`src/rtl/cpu_pkg.sv`:
```
// Shared types and constants for the CPU-side memory access port.
package cpu_pkg;

    typedef enum logic [1:0] {
        IDLE = 2'd0,
        REQ  = 2'd1,
        DONE = 2'd2
    } fetch_state_t;

    typedef logic [1:0] thread_id_t;

    localparam logic [31:0] IDLE_DATA = 32'h0000_0001;

endpackage

```
`src/rtl/fetch_unit.sv`:
```
// CPU-side memory access port: runs one tagged read/write request as a single
// bus transaction and returns read data with a one-cycle ack pulse.
module fetch_unit
    import cpu_pkg::*;
#(
    parameter int                DATA_W    = 32,
    parameter int                ADDR_W    = 32,
    parameter logic [DATA_W-1:0] IDLE_DATA = cpu_pkg::IDLE_DATA
) (
    input  logic              clk,
    input  logic              f_enable,
    input  logic              write_mode,
    input  logic [ADDR_W-1:0] addr,
    input  logic [DATA_W-1:0] data_i,
    input  logic [1:0]        thread,
    output logic [DATA_W-1:0] data_o,
    output logic              ack,
    input  logic              W_CLK,
    input  logic              W_ACK,
    input  logic [DATA_W-1:0] W_DATA_I,
    output logic [DATA_W-1:0] W_DATA_O,
    output logic [ADDR_W-1:0] W_ADDR,
    output logic              W_WRITE,
    input  logic              rst,
    output logic              W_STB
);

    // NOTE: declaration values give the reset state at power-up even if rst is
    // never pulsed; the synchronous reset below restores the same values.
    fetch_state_t      r_state  = IDLE;
    logic [DATA_W-1:0] r_data_o = IDLE_DATA;
    logic              r_ack    = 1'b0;
    logic              r_stb    = 1'b0;
    logic              r_write  = 1'b0;
    logic [ADDR_W-1:0] r_addr   = '0;
    logic [DATA_W-1:0] r_wdata  = '0;
    thread_id_t        r_thread = '0;

    fetch_state_t      w_state_nx;
    logic [DATA_W-1:0] w_data_o_nx;
    logic              w_ack_nx;
    logic              w_stb_nx;
    logic              w_write_nx;
    logic [ADDR_W-1:0] w_addr_nx;
    logic [DATA_W-1:0] w_wdata_nx;
    thread_id_t        w_thread_nx;

    // W_CLK is the same net as clk and the thread tag has no consumer yet.
    logic w_unused;
    assign w_unused = ^{W_CLK, r_thread};

    // NOTE: every next-value signal gets a default before the case so no path
    // leaves one unassigned, which would otherwise infer a latch.
    always_comb begin
        w_state_nx  = r_state;
        w_data_o_nx = r_data_o;
        w_ack_nx    = 1'b0;
        w_stb_nx    = r_stb;
        w_write_nx  = r_write;
        w_addr_nx   = r_addr;
        w_wdata_nx  = r_wdata;
        w_thread_nx = r_thread;

        case (r_state)
            IDLE: begin
                // An X strobe evaluates false here and is treated as no request.
                if (f_enable == 1'b1) begin
                    w_addr_nx   = addr;
                    w_wdata_nx  = write_mode ? data_i : '0;
                    w_write_nx  = write_mode;
                    w_thread_nx = thread;
                    w_stb_nx    = 1'b1;
                    w_state_nx  = REQ;
                end
            end
            REQ: begin
                if (W_ACK == 1'b1) begin
                    w_stb_nx   = 1'b0;
                    w_write_nx = 1'b0;
                    w_ack_nx   = 1'b1;
                    if (!r_write) begin
                        w_data_o_nx = W_DATA_I;
                    end
                    w_state_nx = DONE;
                end
            end
            DONE: begin
                w_addr_nx  = '0;
                w_wdata_nx = '0;
                w_state_nx = IDLE;
            end
            default: begin
                w_state_nx = IDLE;
            end
        endcase
    end

    // NOTE: non-blocking assignments so every register samples pre-edge values.
    always_ff @(posedge clk) begin
        if (rst) begin
            r_state  <= IDLE;
            r_data_o <= IDLE_DATA;
            r_ack    <= 1'b0;
            r_stb    <= 1'b0;
            r_write  <= 1'b0;
            r_addr   <= '0;
            r_wdata  <= '0;
            r_thread <= '0;
        end else begin
            r_state  <= w_state_nx;
            r_data_o <= w_data_o_nx;
            r_ack    <= w_ack_nx;
            r_stb    <= w_stb_nx;
            r_write  <= w_write_nx;
            r_addr   <= w_addr_nx;
            r_wdata  <= w_wdata_nx;
            r_thread <= w_thread_nx;
        end
    end

    assign data_o   = r_data_o;
    assign ack      = r_ack;
    assign W_STB    = r_stb;
    assign W_WRITE  = r_write;
    assign W_ADDR   = r_addr;
    assign W_DATA_O = r_wdata;

endmodule

```
`config.mk`:
```
export PLATFORM = sky130hd
export DESIGN_NAME = fetch_unit
export DESIGN_NICKNAME = d
export VERILOG_FILES = /design/src/rtl/cpu_pkg.sv /design/src/rtl/fetch_unit.sv
export SDC_FILE = /design/constraint.sdc
export NUM_CORES = 1
export LEC_CHECK = 0
export ABC_AREA = 1
export CORE_ASPECT_RATIO = 0.75
export CORE_MARGIN = 8
export CORE_UTILIZATION = 41
export CTS_BUF_LIST = sky130_fd_sc_hd__clkbuf_4
export CTS_CLUSTER_DIAMETER = 100
export DETAILED_ROUTE_END_ITERATION = 8
export HOLD_SLACK_MARGIN = 0.06
export PLACE_DENSITY = 0.93
export SLEW_MARGIN = 20
export SYNTH_ARGS = -nofsm -noshare
export SYNTH_HDL_FRONTEND = slang
export SYNTH_SLANG_ARGS = --single-unit
```
`constraint.sdc`:
```
create_clock -name clk -period 1.2 [get_ports clk]
set_input_delay 0.3 -clock clk [delete_from_list [all_inputs] [get_ports clk]]
set_output_delay 0.3 -clock clk [all_outputs]
set_load 0.1 [all_outputs]
```
==> results by group, run 1 <==
Logic synthesis
  – Seq/Total Area, Yosys: 51.71%
  – Synth area leader: dfxtp_1
  – Synthesized cell area: 0.003910 mm2
  – Syn Nets: between 500 and 600
  – Yosys reg bits: approximately 100
  – Main area contributors after synthesis: dfxtp_1 (52%), a21oi_1 (8.6%), nand3_1 (8.6%)
  – Avg Synthesized Cell Area: between 7 and 8 um2
  – Synth top area share: between 50% and 60%
  – YS warnings: 0
  – Synth Instances: 490
  – Post-synth cell types: 15

Timing
  – Fin crit period: approximately 1.4 ns
  – Normalized max-slew margin: between 70% and 80%
  – Slew @ Worst Pin: between 0.4 and 0.5 ns
  – Worst hold slack: between 0.3 and 0.4 ns
  – Setup TNS: -20.53 ns
  – Final worst-path cycle share: 115.3%
  – Final Worst Setup Slack: -0.1831 ns
  – Setup Skew: between 0.015 and 0.02 ns
  – Setup violators final: ~190
  – Achievable Freq: roughly 720 MHz
  – Pins Over Slew Limit: 0
  – Hold Violations, Final: 0
  – RSZ-0062 raised after global routing: true

Power and ir drop
  – Worst ir drop on vdd: 0.9847 mV
  – Reg power frac: roughly two fifths
  – Clk network pwr share: 21.5%
  – Tot Pwr: slightly below 10 mW
  – Switching Power: approximately 3.7 mW
  – Leak: ~3.4 nW
  – Power share of the combinational group: ~40%
  – Pint: 6.078 mW
  – Pwr dens: between 1000 and 1500 mW/mm2
  – Sw Ratio: between 30% and 40%

Worst setup path
  – CP Capture Type: register
  – CP Data Arrival Time: about 1.8 ns
  – R2R Path Start: r_state[0]
  – CP startpoint kind: register
  – CP max FO: 8
  – CP required: about 1.6 ns
  – Worst Reg2Reg Path Length in Cells: 7
  – Reg2Reg Setup Slack: -0.18 ns
  – RR Endpoint: W_ADDR[5]
  – CP Class: reg -> reg

Route
  – 1st-iter DRT viols: 589
  – Drc violations: 0
  – Vias per Instance: between 6 and 7
  – Via count: approximately 5,200
  – Wire per inst: 26.44 um
  – Post-route ant nets: 0
  – First-pass DRT Iterations: 5
  – WL final: approximately 23,000 um

GRT
  – Vias in the first global route: about 4,800
  – Largest net degree at the start of global routing: 40
  – First-pass GRT wire length: 25,500 um
  – Total track usage: between 20% and 30%
  – Grt total ovfl: 0
  – Initial antenna violation count: 0

Status
  – Failing checks: setup timing
  – Outcome: finished with violations

Clocking
  – Worst-Skew Late Latency: roughly 0.46 ns
  – Inserted Clock Buffers: 9
  – Clk slew on worst S/H paths: around 0.17 ns
  – Clock buffer depth: 2
  – CTS tree: yes
  – Clk sinks: about 100
  – CTS HTree Levels: 3
  – CTS root buf: clkbuf_4

Place
  – Final Wtd Congestion: a little over 0.8
  – Placed cell area: about 0.0072 mm2
  – HPWL after detailed placement: between 10,000 and 15,000 um
  – Input/output buffers: a little under 200

Floorplanning
  – Total die area: 0.01295 mm2
  – Die height: slightly above 100 um
  – I/O Pins: between 200 and 250
  – Placement row count: 31
  – Initial Util: 41.31%
  – CORE AREA: approximately 0.0095 mm2
  – Overall die width: 128.8 um

Cells and area
  – Nets@finish: 838
  – Most frequent cells in the layout: buf_12 (109), clkdlybuf4s50_1 (98), dfxtp_2 (81)
  – Commonest non-fill, non-tap cell in the layout: buf_12
  – # fillers: approximately 310
  – Antenna diodes: 0
  – Layout cell share with drive strength beyond 1: ~55%
  – Fin area: 0.008796 mm2
  – Area grow syn2layout: 125.0%

Min path
  – Hold endpoint: W_ADDR[15]
  – Hold_sp: rst
  – Worst hold path class: in -> reg
  – Hold Path Cell Cnt: 3

Job
  – Max cap viols: 0
## worst max-delay path by stage
stage | from | to | cells past startpoint
floorplan | W_WRITE | data_o[1] | 6
global placement | f_enable | W_WRITE | 6
detailed placement | W_ACK | data_o[2] | 8
CTS | data_o[15] | data_o[15] | 1
global route | r_state[0] | W_ADDR[5] | 7
finish | r_state[0] | W_ADDR[5] | 7
## layout make-up
| type | instances | area (um2) | area share [%] |
|---|---|---|---|
| Clock buffer | 11 | 82.58 | 0.9388 |
| Clock inverter | 5 | 85.08 | 0.9673 |
| Inverter | 5 | 28.78 | 0.3272 |
| Multi-Input combinational cell | 337 | 2136 | 24.28 |
| Sequential cell | 101 | 2198 | 24.99 |
| Tap cell | 132 | 165.2 | 1.878 |
| Timing Repair Buffer | 280 | 4100 | 46.61 |
## synthesized netlist by cell type
cell / n
dfxtp_1: 101
nand2_1: 71
a21oi_1: 67
nand3_1: 67
nor2_1: 65
nand4_1: 32
nand3b_1: 31
buf_2: 27
clkbuf_1: 16
buf_4: 4
inv_1: 3
inv_2: 2
nor2_2: 2
nand2_2: 1
nor2_4: 1
## critical path, stage by stage (launching register included)
cell       delay (ns)
dfxtp_2          0.41
clkinv_4         0.10
nand2_8          0.08
buf_12           0.13
buf_12           0.13
clkbuf_16        0.17
nand3_1          0.10
a21oi_2          0.19
## state kept, by name, indices dropped and copies added, names as in the netlist
signal	count
r_state	2
W_STB	1
ack	1
W_DATA_O	32
data_o	32
W_ADDR	32
W_WRITE	1
## power groups by stage
stage               clock network (mW)  logic, mW  registers [mW]
global route                      2.25       4.00            3.80
finish                            2.10       3.92            3.79
detailed placement                   0       3.13            3.85
global placement                     0       3.06            3.84
floorplan                            0      0.542            5.03
CTS                               2.06       3.33            3.77
## through the flow
stage | utilization [%] | cells | setup WS [ns]
2_1_floorplan | - | 490 | 0.03392
3_3_place_gp | 76.49 | 798 | -0.3483
3_5_place_dp | 76.49 | 798 | -0.4596
4_1_cts | 82.02 | 835 | -0.1692
5_1_grt | 92.94 | 871 | -0.2048
6_report | 92.94 | 871 | -0.1831
## cells by family (layout without fill, tap and decap cells)
group                  count (synthesis)  count (layout)  synth area share (%)
AO/OA/AOI/OAI                         67              67                 8.576
buffers and inverters                 52             301                 6.240
flip-flops                           101             101                 51.71
AND/OR/NAND/NOR                      270             270                 33.47
## timing repair
action / CTS / global route
setup buffers: 16 / 22
pin swaps: 6 / 51
resized for setup: 24 / 145
gates cloned: 5 / 15
setup endpoints to repair: 115 / 186
hold buffers: 0 / 0
## layer usage
metal | share of wire [%] | wire length, um | GRT usage (%)
met5 | 0 | 0 | 0
met1 | 35 | 7967 | 25.89
met3 | 9.7 | 2234 | 8.298
met4 | 4.8 | 1109 | 11.43
met2 | 51 | 11720 | 45.51
Power figures use the tool's default switching activity.
==> run 2: changes to the inputs <==
--- a/config.mk
+++ b/config.mk
@@ -5,15 +5,15 @@
 export SDC_FILE = /design/constraint.sdc
 export NUM_CORES = 1
 export LEC_CHECK = 0
-export ABC_AREA = 1
 export CORE_ASPECT_RATIO = 0.75
 export CORE_MARGIN = 8
-export CORE_UTILIZATION = 41
+export CORE_UTILIZATION = 38
 export CTS_BUF_LIST = sky130_fd_sc_hd__clkbuf_4
 export CTS_CLUSTER_DIAMETER = 100
 export DETAILED_ROUTE_END_ITERATION = 8
 export HOLD_SLACK_MARGIN = 0.06
-export PLACE_DENSITY = 0.93
+export PLACE_DENSITY = 0.92
+export SETUP_SLACK_MARGIN = 0.02
 export SLEW_MARGIN = 20
 export SYNTH_ARGS = -nofsm -noshare
 export SYNTH_HDL_FRONTEND = slang
==> results by group, run 2 <==
Worst setup path
  – CP Data Arrival Time: 1.86 ns (+0.08 ns)
  – RR Endpoint: data_o[11]
  – CP Launch Point: r_state[1]
  – Most used cell, CP: buf_6
  – R2R Path Start: r_state[1]
  – CP startpoint kind: register
  – Worst path max stage delay: 0.39 ns (-0.02 ns)
  – Reg2Reg Setup Slack: -0.28 ns (-0.10 ns)
  – Slowest CP cell: dfxtp_4
  – CP cell instances: buf_6, nor4bb_4, buf_6, clkbuf_16, nand2_1, a21oi_1
  – CP required: 1.58 ns (-0.02 ns)
  – CP max FO: 13 (+5)
  – End point of the critical path: data_o[11]
  – CP Class: reg -> reg
  – Worst Reg2Reg Path Length in Cells: 6 (-1)
  – CP Capture Type: register

Clocking
  – Clk sinks: 101 (unchanged)
  – Worst-Skew Late Latency: 0.45 ns (about the same)
  – CTS root buf: clkbuf_4
  – Hold-fix buffers, CTS: 0 (unchanged)
  – CTS HTree Levels: 3 (unchanged)
  – Clk slew on worst S/H paths: 0.15 ns (-0.02 ns)
  – Inserted Clock Buffers: 9 (unchanged)
  – Clock buffer depth: 2 (unchanged)
  – CTS tree: yes

GRT
  – Vias in the first global route: 4,001 (-16%)
  – Initial antenna violation count: 0 (unchanged)
  – Largest net degree at the start of global routing: 39 (-2.5%)
  – Grt total ovfl: 0 (unchanged)
  – Total track usage: 23.81% (-1.3 points)
  – First-pass GRT wire length: 22,880 um (-10%)

Power and ir drop
  – Pwr dens: 1121 mW/mm2 (+0.59%)
  – Leak: 3.111 nW (-9.1%)
  – Tot Pwr: 8.904 mW (-9.2%)
  – Worst ir drop on vdd: 1.160 mV (+18%)

Logic synthesis
  – Synth Instances: 346 (-29%)
  – Post-synth EDFFs: 0 (unchanged)
  – Yosys reg bits: 101 (unchanged)
  – Post-synth cell types: 23 (+8)
  – Compound-gate portion of the synthesized area: 21.82% (+13 points)
  – Synthesized cell area: 0.003359 mm2 (-14%)
  – Avg Synthesized Cell Area: 9.709 um2 (+22%)
  – Seq/Total Area, Yosys: 60.19% (+8.5 points)
  – Synth top area share: 60.19% (+8.5 points)
  – Synth async-reset ratio: 0% (unchanged)
  – YS warnings: 0 (unchanged)
  – Post-synth top cells: dfxtp_1 (101), nand2_1 (62), nor2_1 (35), a21oi_1 (34), a22oi_1 (32)
  – Largest family of logic cells by synthesized area: compound AO/OA/AOI/OAI gates
  – Xor and xnor area share after synthesis: 0% (unchanged)
  – Main synth FF type: dfxtp_1
  – Top-count cell post-synth: dfxtp_1
  – Post-synthesis mux area share: 0% (unchanged)
  – Synth area leader: dfxtp_1
  – Post-Synth Adder-Cell Area: 0% (unchanged)
  – Syn Nets: 450 (-24%)
  – Post-synthesis simple-gate area fraction: 13.67% (-20 points)
  – Main area contributors after synthesis: dfxtp_1 (60%), a22o_1 (8.1%), a22oi_1 (7.2%)

Floorplanning
  – Initial Util: 39.40% (-1.9 points)
  – I/O Pins: 203 (unchanged)
  – Die height: 97.43 um (-3.1%)
  – Total die area: 0.01214 mm2 (-6.3%)
  – Overall die width: 124.6 um (-3.3%)
  – CORE AREA: 0.008527 mm2 (-9.9%)
  – Placement row count: 29 (-6.5%)

Timing
  – Final worst-path cycle share: 123.6% (+8.3 points)
  – RSZ-0062 raised after global routing: true
  – Setup Skew: 0.01074 ns (-0.007666 ns)
  – Achievable Freq: 674.2 MHz (-6.7%)
  – Setup violators final: 197 (+2.6%)
  – Final Worst Setup Slack: -0.2832 ns (-0.1001 ns)
  – Normalized max-slew margin: 58.68% (-12 points)
  – Slew @ Worst Pin: 0.6198 ns (+0.1734 ns)
  – Fin crit period: 1.483 ns (+0.1001 ns)
  – Setup TNS: -25.78 ns (-5.255 ns)
  – Pins Over Slew Limit: 0 (unchanged)
  – Hold Violations, Final: 0 (unchanged)

Cells and area
  – Area grow syn2layout: 136.4%
  – Most frequent cells in the layout: buf_12 (111), clkdlybuf4s50_1 (99), dfxtp_2 (71)
  – # fillers: 250 (-20%)
  – Layout cell share with drive strength beyond 1: 61.49% (+7.0 points)
  – Commonest non-fill, non-tap cell in the layout: buf_12
  – Nets@finish: 692 (-17%)
  – Antenna diodes: 0 (unchanged)

Job
  – Max cap viols: 0 (unchanged)

Place
  – Input/output buffers: 199 (unchanged)
  – HPWL after detailed placement: 10,390 um (-9.3%)
  – Final Wtd Congestion: 0.8315 (+2.1%)

Route
  – Via count: 3,963 (-24%)
  – Drc violations: 0 (unchanged)
  – Vias per Instance: 5.661 (-5.7%)
  – Post-route ant nets: 0 (unchanged)
  – WL final: 18,760 um (-19%)
  – Wire per inst: 26.80 um (+1.3%)
  – First-pass DRT Iterations: 5 (unchanged)
  – 1st-iter DRT viols: 325 (-45%)

Status
  – Outcome: finished with violations
  – Failing checks: setup timing

Min path
  – Hold Path Cell Cnt: 3 (unchanged)
  – Worst hold path class: in -> reg
-- run 2: cell types whose count changed after synthesis, sizes merged, moves of 10 or more --
cell    change
nand3b     -31
nand4      -32
a22o       +31
nand2      -10
a21oi      -33
nand3      -67
nor2       -33
buf        -16
a22oi      +32
-- run 2: layout make-up --
class                      count  area (um2)  area share (%)
tap                          108       135.1           1.702
multi-input combinational    213        1658           20.88
inverter                       2       7.507         0.09455
sequential                   101        2223           28.00
timing repair buffer         261        3770           47.48
clock inverter                 6       78.83          0.9928
clock buffer                   9       67.56          0.8509
-- run 2: how the worst min path moves through the flow --
stage                      startpoint  slack, ns    endpoint
after floorplan           W_DATA_I[0]       0.42   data_o[0]
after detailed placement    data_o[3]       0.47   data_o[3]
after CTS                         rst       0.25  W_ADDR[25]
final                             rst       0.29  W_ADDR[14]
after global placement     data_o[30]       0.46  data_o[30]
after global routing              rst       0.26  W_ADDR[14]
-- run 2: cell families after synthesis --
kind of cell | Yosys count
AND/OR/NAND/NOR | 109
buffers and inverters | 32
flip-flops | 101
AO/OA/AOI/OAI | 104
-- run 2: stage by stage --
stage / cell area, um2 / cells / setup WS (ns) / util [%] / hold slack [ns]
floorplan: 3581 / 346 / -0.05740 / - / 0.4167
detailed placement: 6705 / 640 / -0.5042 / 78.64 / 0.4680
finish: 7940 / 700 / -0.2832 / 93.12 / 0.2902
global route: 7940 / 700 / -0.3498 / 93.12 / 0.2595
CTS: 7383 / 681 / -0.2190 / 86.59 / 0.2457
global placement: 6705 / 640 / -0.4321 / 78.64 / 0.4626
-- run 2: power by group --
| group | switching [mW] | internal [mW] | leakage [nW] |
|---|---|---|---|
| registers | 0.204 | 3.51 | 0.876 |
| logic | 1.85 | 1.38 | 2.15 |
| clock network | 1.14 | 0.819 | 0.0830 |
-- run 2: timing repair --
| item | CTS | global route |
|---|---|---|
| gates resized for setup | 52 | 108 |
| cloned | 6 | 6 |
| setup buffers | 20 | 19 |
| endpoints found under the setup margin | 197 | 196 |
| pin swaps | 40 | 83 |
-- run 2: per-layer routing --
layer / vias to the layer above / track usage (%) / part of all wire [%]
met2: 269 / 43.97 / 52
met5: - / 0 / 0
met1: 1948 / 23.76 / 35
li1: 1690 / - / -
met3: 56 / 9.433 / 9.1
met4: 0 / 8.218 / 3.8
-- run 2: critical path: cells and delay by family, from the launching register on --
kind,cells,cell delay [ns]
buffers and inverters,3,0.49
AND/OR/NAND/NOR,2,0.36
AO/OA/AOI/OAI,1,0.16
flip-flops,1,0.39
